<file path="src/rtl/decode_stage.sv">
// RV32I decode stage: registers the fetched instruction, classifies it,
// builds the immediate and generates forwarding, load-use stall and bubbles.
module decode_stage #(
    parameter int AddrWidth  = 32,
    parameter int DataWidth  = 32,
    parameter int StateWidth = 4
) (
    input  logic                  clk,
    input  logic                  reset,
    input  logic                  instValid,
    input  logic [DataWidth-1:0]  inst,
    input  logic [AddrWidth-1:0]  instPC,
    input  logic                  flush,
    output logic [StateWidth-1:0] state,
    output logic [DataWidth-1:0]  imm,
    output logic [2:0]            func3,
    output logic [4:0]            rs1,
    output logic [4:0]            rs2,
    output logic [4:0]            rd,
    output logic [AddrWidth-1:0]  PC,
    output logic [1:0]            forwordA,
    output logic [1:0]            forwordB,
    output logic                  stall,
    output logic                  illegal
);

    localparam logic [StateWidth-1:0] S_IDLE = StateWidth'(0);
    localparam logic [StateWidth-1:0] S_RW   = StateWidth'(1);
    localparam logic [StateWidth-1:0] S_MRRW = StateWidth'(2);
    localparam logic [StateWidth-1:0] S_MW   = StateWidth'(3);
    localparam logic [StateWidth-1:0] S_PCSW = StateWidth'(4);
    localparam logic [StateWidth-1:0] S_PCW  = StateWidth'(5);
    localparam logic [StateWidth-1:0] S_LUI  = StateWidth'(6);

    typedef enum logic [2:0] {
        FMT_R, FMT_I, FMT_S, FMT_B, FMT_U, FMT_J, FMT_X
    } fmt_e;

    logic [6:0]            w_opcode;
    logic [StateWidth-1:0] w_state;
    fmt_e                  w_fmt;
    logic                  w_illegal;
    logic [DataWidth-1:0]  w_imm;
    logic                  w_use1;
    logic                  w_use2;
    logic                  w_wr;
    logic [4:0]            w_rs1;
    logic [4:0]            w_rs2;
    logic [4:0]            w_rd;
    logic                  w_hazard;
    logic                  w_bubble;

    logic [StateWidth-1:0] r_state;
    logic [DataWidth-1:0]  r_imm;
    logic [2:0]            r_func3;
    logic [4:0]            r_rs1;
    logic [4:0]            r_rs2;
    logic [4:0]            r_rd;
    logic [AddrWidth-1:0]  r_pc;
    logic [1:0]            r_fwdA;
    logic [1:0]            r_fwdB;
    logic                  r_illegal;
    logic [4:0]            r_rdE;
    logic [4:0]            r_rdM;

    assign w_opcode = inst[6:0];

    always_comb begin
        w_state   = S_IDLE;
        w_fmt     = FMT_X;
        w_illegal = 1'b0;
        case (w_opcode)
            7'b0110011: begin w_state = S_RW;   w_fmt = FMT_R; end
            7'b0010011: begin w_state = S_RW;   w_fmt = FMT_I; end
            7'b0010111: begin w_state = S_RW;   w_fmt = FMT_U; end
            7'b0000011: begin w_state = S_MRRW; w_fmt = FMT_I; end
            7'b0100011: begin w_state = S_MW;   w_fmt = FMT_S; end
            7'b1100011: begin w_state = S_PCSW; w_fmt = FMT_B; end
            7'b1101111: begin w_state = S_PCW;  w_fmt = FMT_J; end
            7'b1100111: begin w_state = S_PCW;  w_fmt = FMT_I; end
            7'b0110111: begin w_state = S_LUI;  w_fmt = FMT_U; end
            default:    w_illegal = 1'b1;
        endcase
    end

    // Register fields that are really immediate bits are masked to 0.
    always_comb begin
        w_imm  = '0;
        w_use1 = 1'b0;
        w_use2 = 1'b0;
        w_wr   = 1'b0;
        case (w_fmt)
            FMT_R: begin
                w_use1 = 1'b1;
                w_use2 = 1'b1;
                w_wr   = 1'b1;
            end
            FMT_I: begin
                w_imm  = {{20{inst[31]}}, inst[31:20]};
                w_use1 = 1'b1;
                w_wr   = 1'b1;
            end
            FMT_S: begin
                w_imm  = {{20{inst[31]}}, inst[31:25], inst[11:7]};
                w_use1 = 1'b1;
                w_use2 = 1'b1;
            end
            FMT_B: begin
                w_imm  = {{19{inst[31]}}, inst[31], inst[7],
                          inst[30:25], inst[11:8], 1'b0};
                w_use1 = 1'b1;
                w_use2 = 1'b1;
            end
            FMT_U: begin
                w_imm = {inst[31:12], 12'b0};
                w_wr  = 1'b1;
            end
            FMT_J: begin
                w_imm = {{11{inst[31]}}, inst[31], inst[19:12],
                         inst[20], inst[30:21], 1'b0};
                w_wr  = 1'b1;
            end
            default: ;
        endcase
    end

    assign w_rs1 = w_use1 ? inst[19:15] : 5'd0;
    assign w_rs2 = w_use2 ? inst[24:20] : 5'd0;
    assign w_rd  = w_wr   ? inst[11:7]  : 5'd0;

    // r_rd != 0 guarantees masked-out sources never match.
    assign w_hazard = (r_state == S_MRRW) && (r_rd != 5'd0)
                   && ((w_rs1 == r_rd) || (w_rs2 == r_rd));
    assign stall    = instValid && !flush && w_hazard;
    assign w_bubble = !instValid || flush || stall;

    function automatic logic [1:0] fwd_sel(
        input logic [4:0] src,
        input logic [4:0] rd_e,
        input logic [4:0] rd_m
    );
        if (src != 5'd0 && src == rd_e)
            return 2'b01;
        else if (src != 5'd0 && src == rd_m)
            return 2'b10;
        else
            return 2'b00;
    endfunction

    always_ff @(posedge clk or posedge reset) begin
        if (reset) begin
            r_state   <= S_IDLE;
            r_imm     <= '0;
            r_func3   <= '0;
            r_rs1     <= '0;
            r_rs2     <= '0;
            r_rd      <= '0;
            r_pc      <= '0;
            r_fwdA    <= '0;
            r_fwdB    <= '0;
            r_illegal <= 1'b0;
            r_rdE     <= '0;
            r_rdM     <= '0;
        end else begin
            r_pc  <= instPC;
            r_rdM <= r_rdE;
            if (w_bubble) begin
                r_state   <= S_IDLE;
                r_imm     <= '0;
                r_func3   <= '0;
                r_rs1     <= '0;
                r_rs2     <= '0;
                r_rd      <= '0;
                r_fwdA    <= '0;
                r_fwdB    <= '0;
                r_illegal <= 1'b0;
                r_rdE     <= '0;
            end else begin
                r_state   <= w_state;
                r_imm     <= w_imm;
                r_func3   <= inst[14:12];
                r_rs1     <= w_rs1;
                r_rs2     <= w_rs2;
                r_rd      <= w_rd;
                r_fwdA    <= fwd_sel(w_rs1, r_rdE, r_rdM);
                r_fwdB    <= fwd_sel(w_rs2, r_rdE, r_rdM);
                r_illegal <= w_illegal;
                r_rdE     <= w_rd;
            end
        end
    end

    assign state    = r_state;
    assign imm      = r_imm;
    assign func3    = r_func3;
    assign rs1      = r_rs1;
    assign rs2      = r_rs2;
    assign rd       = r_rd;
    assign PC       = r_pc;
    assign forwordA = r_fwdA;
    assign forwordB = r_fwdB;
    assign illegal  = r_illegal;

endmodule

</file>
<file path="config.mk">
export PLATFORM = sky130hd
export DESIGN_NAME = decode_stage
export DESIGN_NICKNAME = d
export VERILOG_FILES = /design/src/rtl/decode_stage.sv
export SDC_FILE = /design/constraint.sdc
export NUM_CORES = 1
export LEC_CHECK = 0
export ABC_CLOCK_PERIOD_IN_PS = 4200
export CORE_ASPECT_RATIO = 0.75
export CORE_MARGIN = 5
export CORE_UTILIZATION = 35
export DETAILED_ROUTE_END_ITERATION = 10
export PLACE_DENSITY_LB_ADDON = 0.12
export SYNTH_ARGS = -nofsm -noshare
export SYNTH_HDL_FRONTEND = slang
export SYNTH_SLANG_ARGS = --single-unit
</file>
<file path="constraint.sdc">
create_clock -name clk -period 4.2 [get_ports clk]
set_clock_uncertainty 0.1 [all_clocks]
set_input_delay 0.84 -clock clk [delete_from_list [all_inputs] [get_ports clk]]
set_output_delay 0.84 -clock clk [all_outputs]
set_load 0.03 [all_outputs]
</file>
# Word level (Yosys, flattened, before mapping)
# Cells that the tools add are included.
# op_classes
eq_ne	19
muxes	23
reduce_logical	25
# op_table
cell	count
$pmux W32 S5	1
$pmux W3 S6	2
$mux W32	1
$mux W5	6
$eq A7 B6 Y1 const B	3
$eq A7 B7 Y1 const B	3
$eq A5 B5 Y1	4
$reduce_bool A5 Y1	3
$eq A7 B5 Y1 const B	2
$mux W2	6
$reduce_or A3 Y1	3
$reduce_or A9 Y1	1
$logic_and A1 B1 Y1	8
$reduce_or A4 Y1	2
$eq A7 B2 Y1 const B	1
$eq A3 B2 Y1 const B	2
$eq A3 B3 Y1 const B	2
$mux W1	5
$eq A4 B2 Y1 const B	1
$mux W4	1
$reduce_or A2 Y1	2
$eq A3 B1 Y1 const B	1
$logic_not A3 Y1	1
$logic_or A1 B1 Y1	3
other kinds (2)	3
# totals
regBits	96
in_bits	68
output_inout_bits	92

# Logic depth before layout (Yosys ltp)
# depth
ltp_word	13
depth_mapped	9
depth_no_buf	5

# Worst setup path after synthesis
# OpenSTA, ideal clock, no wires.
# synth_timing
kind	input -> output
from	in inst[2]
to	out stall
arrival_time_ps	2349
slack_ps	911
cell_stages	6
path_buffers	2
path_cell_list	buf_2 nor2b_1 a2111oi_4 buf_2 a31oi_1 a21oi_1
# synth_via
elab_chain_len	11
word_cells_on_any_way	27
# synth_lines
item	line	text
start, declared	11	input logic [DataWidth-1:0] inst,
$eq A7 B7 Y1 (tied with other cells)	72	case (w_opcode)
$reduce_or A3 Y1 (no source line) or $reduce_or A2 Y1 (tied branches)	-	
$pmux W3 S6 (*)	72	
$eq A3 B1 Y1 (tied with other cells)	92	case (w_fmt)
$reduce_or A4 Y1 (no source line) or $reduce_or A3 Y1 (tied branches)	-	
$mux W1	92	
$mux W5, on equally long branches	127, 128	
$eq A5 B5 Y1	-	
$logic_or A1 B1 Y1 (*)	133	&& ((w_rs1 == r_rd) || (w_rs2 == r_rd));
$logic_and A1 B1 Y1 (*)	133	
$logic_and A1 B1 Y1 (*)	134	assign stall = instValid && !flush && w_hazard;
end, declared	23	output logic stall,
# Mark *: on every way between the ends. The rest lies on a longest branch, timed or not.

# Final worst setup path
# layout_timing
from	in inst[5]
to	out stall
# Same word-level chain as after synthesis.

==> impl_metrics.toml <==
[outcome]
status = "finished, final reports clean"

[critical_path]
worstPathRequired_ps = 3260
start_kind = "input pin"
crit_type = "in2out"
cp-end-kind = "output port"
worstPathArrival_ps = 2980
crit_fanout = 9

[grt]
grt_max_degree = 51
grt_pass1_wl_um = 18500
grt_pass1_vias = 3352
antenna_found_initial = 0
grt_remaining_overflow = 0
grt_usage_pct = 17.6

[sta]
min_period_ps = 3920
timing.final.ws_setup_ps = 282
rsz0062_at_grt = "no"
drv_slew = 0
relSlewSlack_pct = 45.4
finalCritPeriodShare_pct = 93.3
fmax_mhz = 255
final.setup.tns_ps = 0
setup_viol = 0
max_slew.worst_pin.slew_ps = 812
hold_viol = 0

[floorplan]
ioPinCount = 160
start_util_pct = 35.8
fp.dieW_um = 132
core_mm2 = 0.0109
rows = 33
die_h_um = 101
die-area_mm2 = 0.0134

[layout]
diodes = 0
final_nets = 569
instances_no_fill = 646
drive_gt1_share_pct = 7.51
fill_cells = 962
area_growth_pct = 51.9

[synth]
yosys_warnings = 0
avgSynthCellArea_um2 = 11.2
ys_seq_area_share_pct = 60.9
synth-main-ff-cell = "dfrtp_1"
ys_async_sr_fraction_pct = 100
synth_area_mm2 = 0.00390
synth_nets = 416
synth-edff-count = 0
ys_types = 50
synth_area_leaders = "dfrtp_1 (61%), nor3_1 (5.9%), a21oi_1 (2.8%)"
synth-seq-cells = 95
synth_cells = 348
synth_top_area_cell = "dfrtp_1"
yosys.area.top_type_share_pct = 60.9

[worst_hold_path]
hp-class = "reg2reg"

[cts]
cts_buffers = 9
post_cts_resized = 0
clockBufferDepth = 2
postCtsSetupBuffers = 0
ctsHoldBuffers = 0
clockRootBuffer = "clkbuf_16"
tritoncts = "yes"
clk_latency_ps = 330
clock_sinks = 95
cts_max_level = 3
cts.clk_slew.worst_paths_ps = 60

[placement]
dp_hpwl_um = 8830
placed_cells = 630
io_buffers = 158
pre_cts_ws_ps = 303
gp_congestion = 0.906

[route]
antenna_left = 0
viasPerCell = 5.12
first_pass_iters = 5
vias = 3305
wl_um = 11800
wire_per_inst_um = 18.2
drcViolationCount = 0
drt-initial-drc-count = 254

[flow_run]
cap_violations = 0

[power]
p_leak_nw = 2.47
power_density_mw_per_mm2 = 340
finalPower_w = 0.00201
vdd_drop_max_uv = 210
[through the flow]
step	util, %	hold slack (ps)	instance area, µm²
final	54.4	451	5920
after detailed placement	51.6	445	5620
after global placement	51.6	444	5620
after global routing	54.4	457	5920
after floorplan	-	531	3900
after CTS	54.4	450	5920
[cells by family after synthesis]
group,Yosys count,share of synthesized area [%]
XOR/XNOR,15,3.37
buffers and inverters,34,4.68
AO/OA/AOI/OAI,60,10.4
flip-flops,95,60.9
other,1,0.0961
AND/OR/NAND/NOR,143,20.6
[layer usage]
| metal | track usage [%] | up-vias | routed length (µm) |
|---|---|---|---|
| met1 | 23.0 | 1602 | 5070 |
| li1 | - | 1553 | - |
| met2 | 28.8 | 134 | 5670 |
| met4 | 6.48 | 0 | 243 |
| met3 | 4.42 | 16 | 784 |
| met5 | 0 | - | 0 |
[power by group]
group / total, W / internal, W / switching [W]
clock: 0.000820 / 0.000480 / 0.000340
combinational: 0.000251 / 0.000115 / 0.000136
sequential: 0.000941 / 0.000935 / 0.00000636
[flip-flops by register name, indices dropped and copies added, names as in the netlist]
name / flops
func3: 3
rs2: 5
imm: 32
state: 3
forwordB: 2
PC: 32
rs1: 5
r_rdE: 5
r_rdM: 5
illegal: 1
forwordA: 2
[layout by cell type (no fill, tap or decap), types with 4 or more instances in the layout]
| cell type | count |
|---|---|
| clkdlybuf4s50_1 | 157 |
| o211ai_1 | 4 |
| buf_4 | 13 |
| xnor2_1 | 6 |
| a21oi_1 | 22 |
| nand3_1 | 22 |
| a31oi_1 | 9 |
| xor2_1 | 9 |
| nor4bb_1 | 4 |
| nor4_1 | 5 |
| dfrtp_1 | 95 |
| nor2_1 | 17 |
| and3_1 | 4 |
| nor3_1 | 46 |
| nor3b_1 | 4 |
| nand2_1 | 15 |
| o21ai_0 | 7 |
| clkbuf_16 | 9 |
[layout make-up]
type                            instances  area, µm²  area share (%)
Clock inverter                          4       53.8           0.908
Inverter                                4       17.5           0.296
Multi-Input combinational cell        219       1350            22.7
Clock buffer                           12        246            4.16
Sequential cell                        95       2380            40.1
Tap cell                              140        175            2.96
Timing Repair Buffer                  172       1710            28.8
[path summary, 6_finish.rpt]
kind                           from       end  slack [ps]  cells after the start
min in group asynchronous     reset     PC[3]         830                      2
max                         inst[5]     stall         280                      7
min reg2reg                r_rdE[4]  r_rdM[4]         450                      0
max reg2reg                r_rdE[0]   imm[11]        1610                      6
max in group asynchronous     reset    PC[15]        2490                      3
min                        r_rdE[4]  r_rdM[4]         450                      0
[critical path, stage by stage]
cell,delay [ps]
clkdlybuf4s50_1,620
a21boi_1,430
nand2_1,310
o2bb2ai_1,260
nand3_1,150
a21oi_1,180
buf_4,180
[synth_stat cells, drive strengths merged, types with 4 or more instances]
cell,n
nor3,46
o21ai,7
dfrtp,95
nor2,17
nand2,15
nor3b,4
nor4,6
a21oi,22
a31oi,9
and3,4
buf,18
xnor2,6
inv,4
xor2,9
nand3,22
clkbuf,12
nor4bb,4
o211ai,4
nor2b,4
Note: power is estimated with default switching activity, not from simulation.
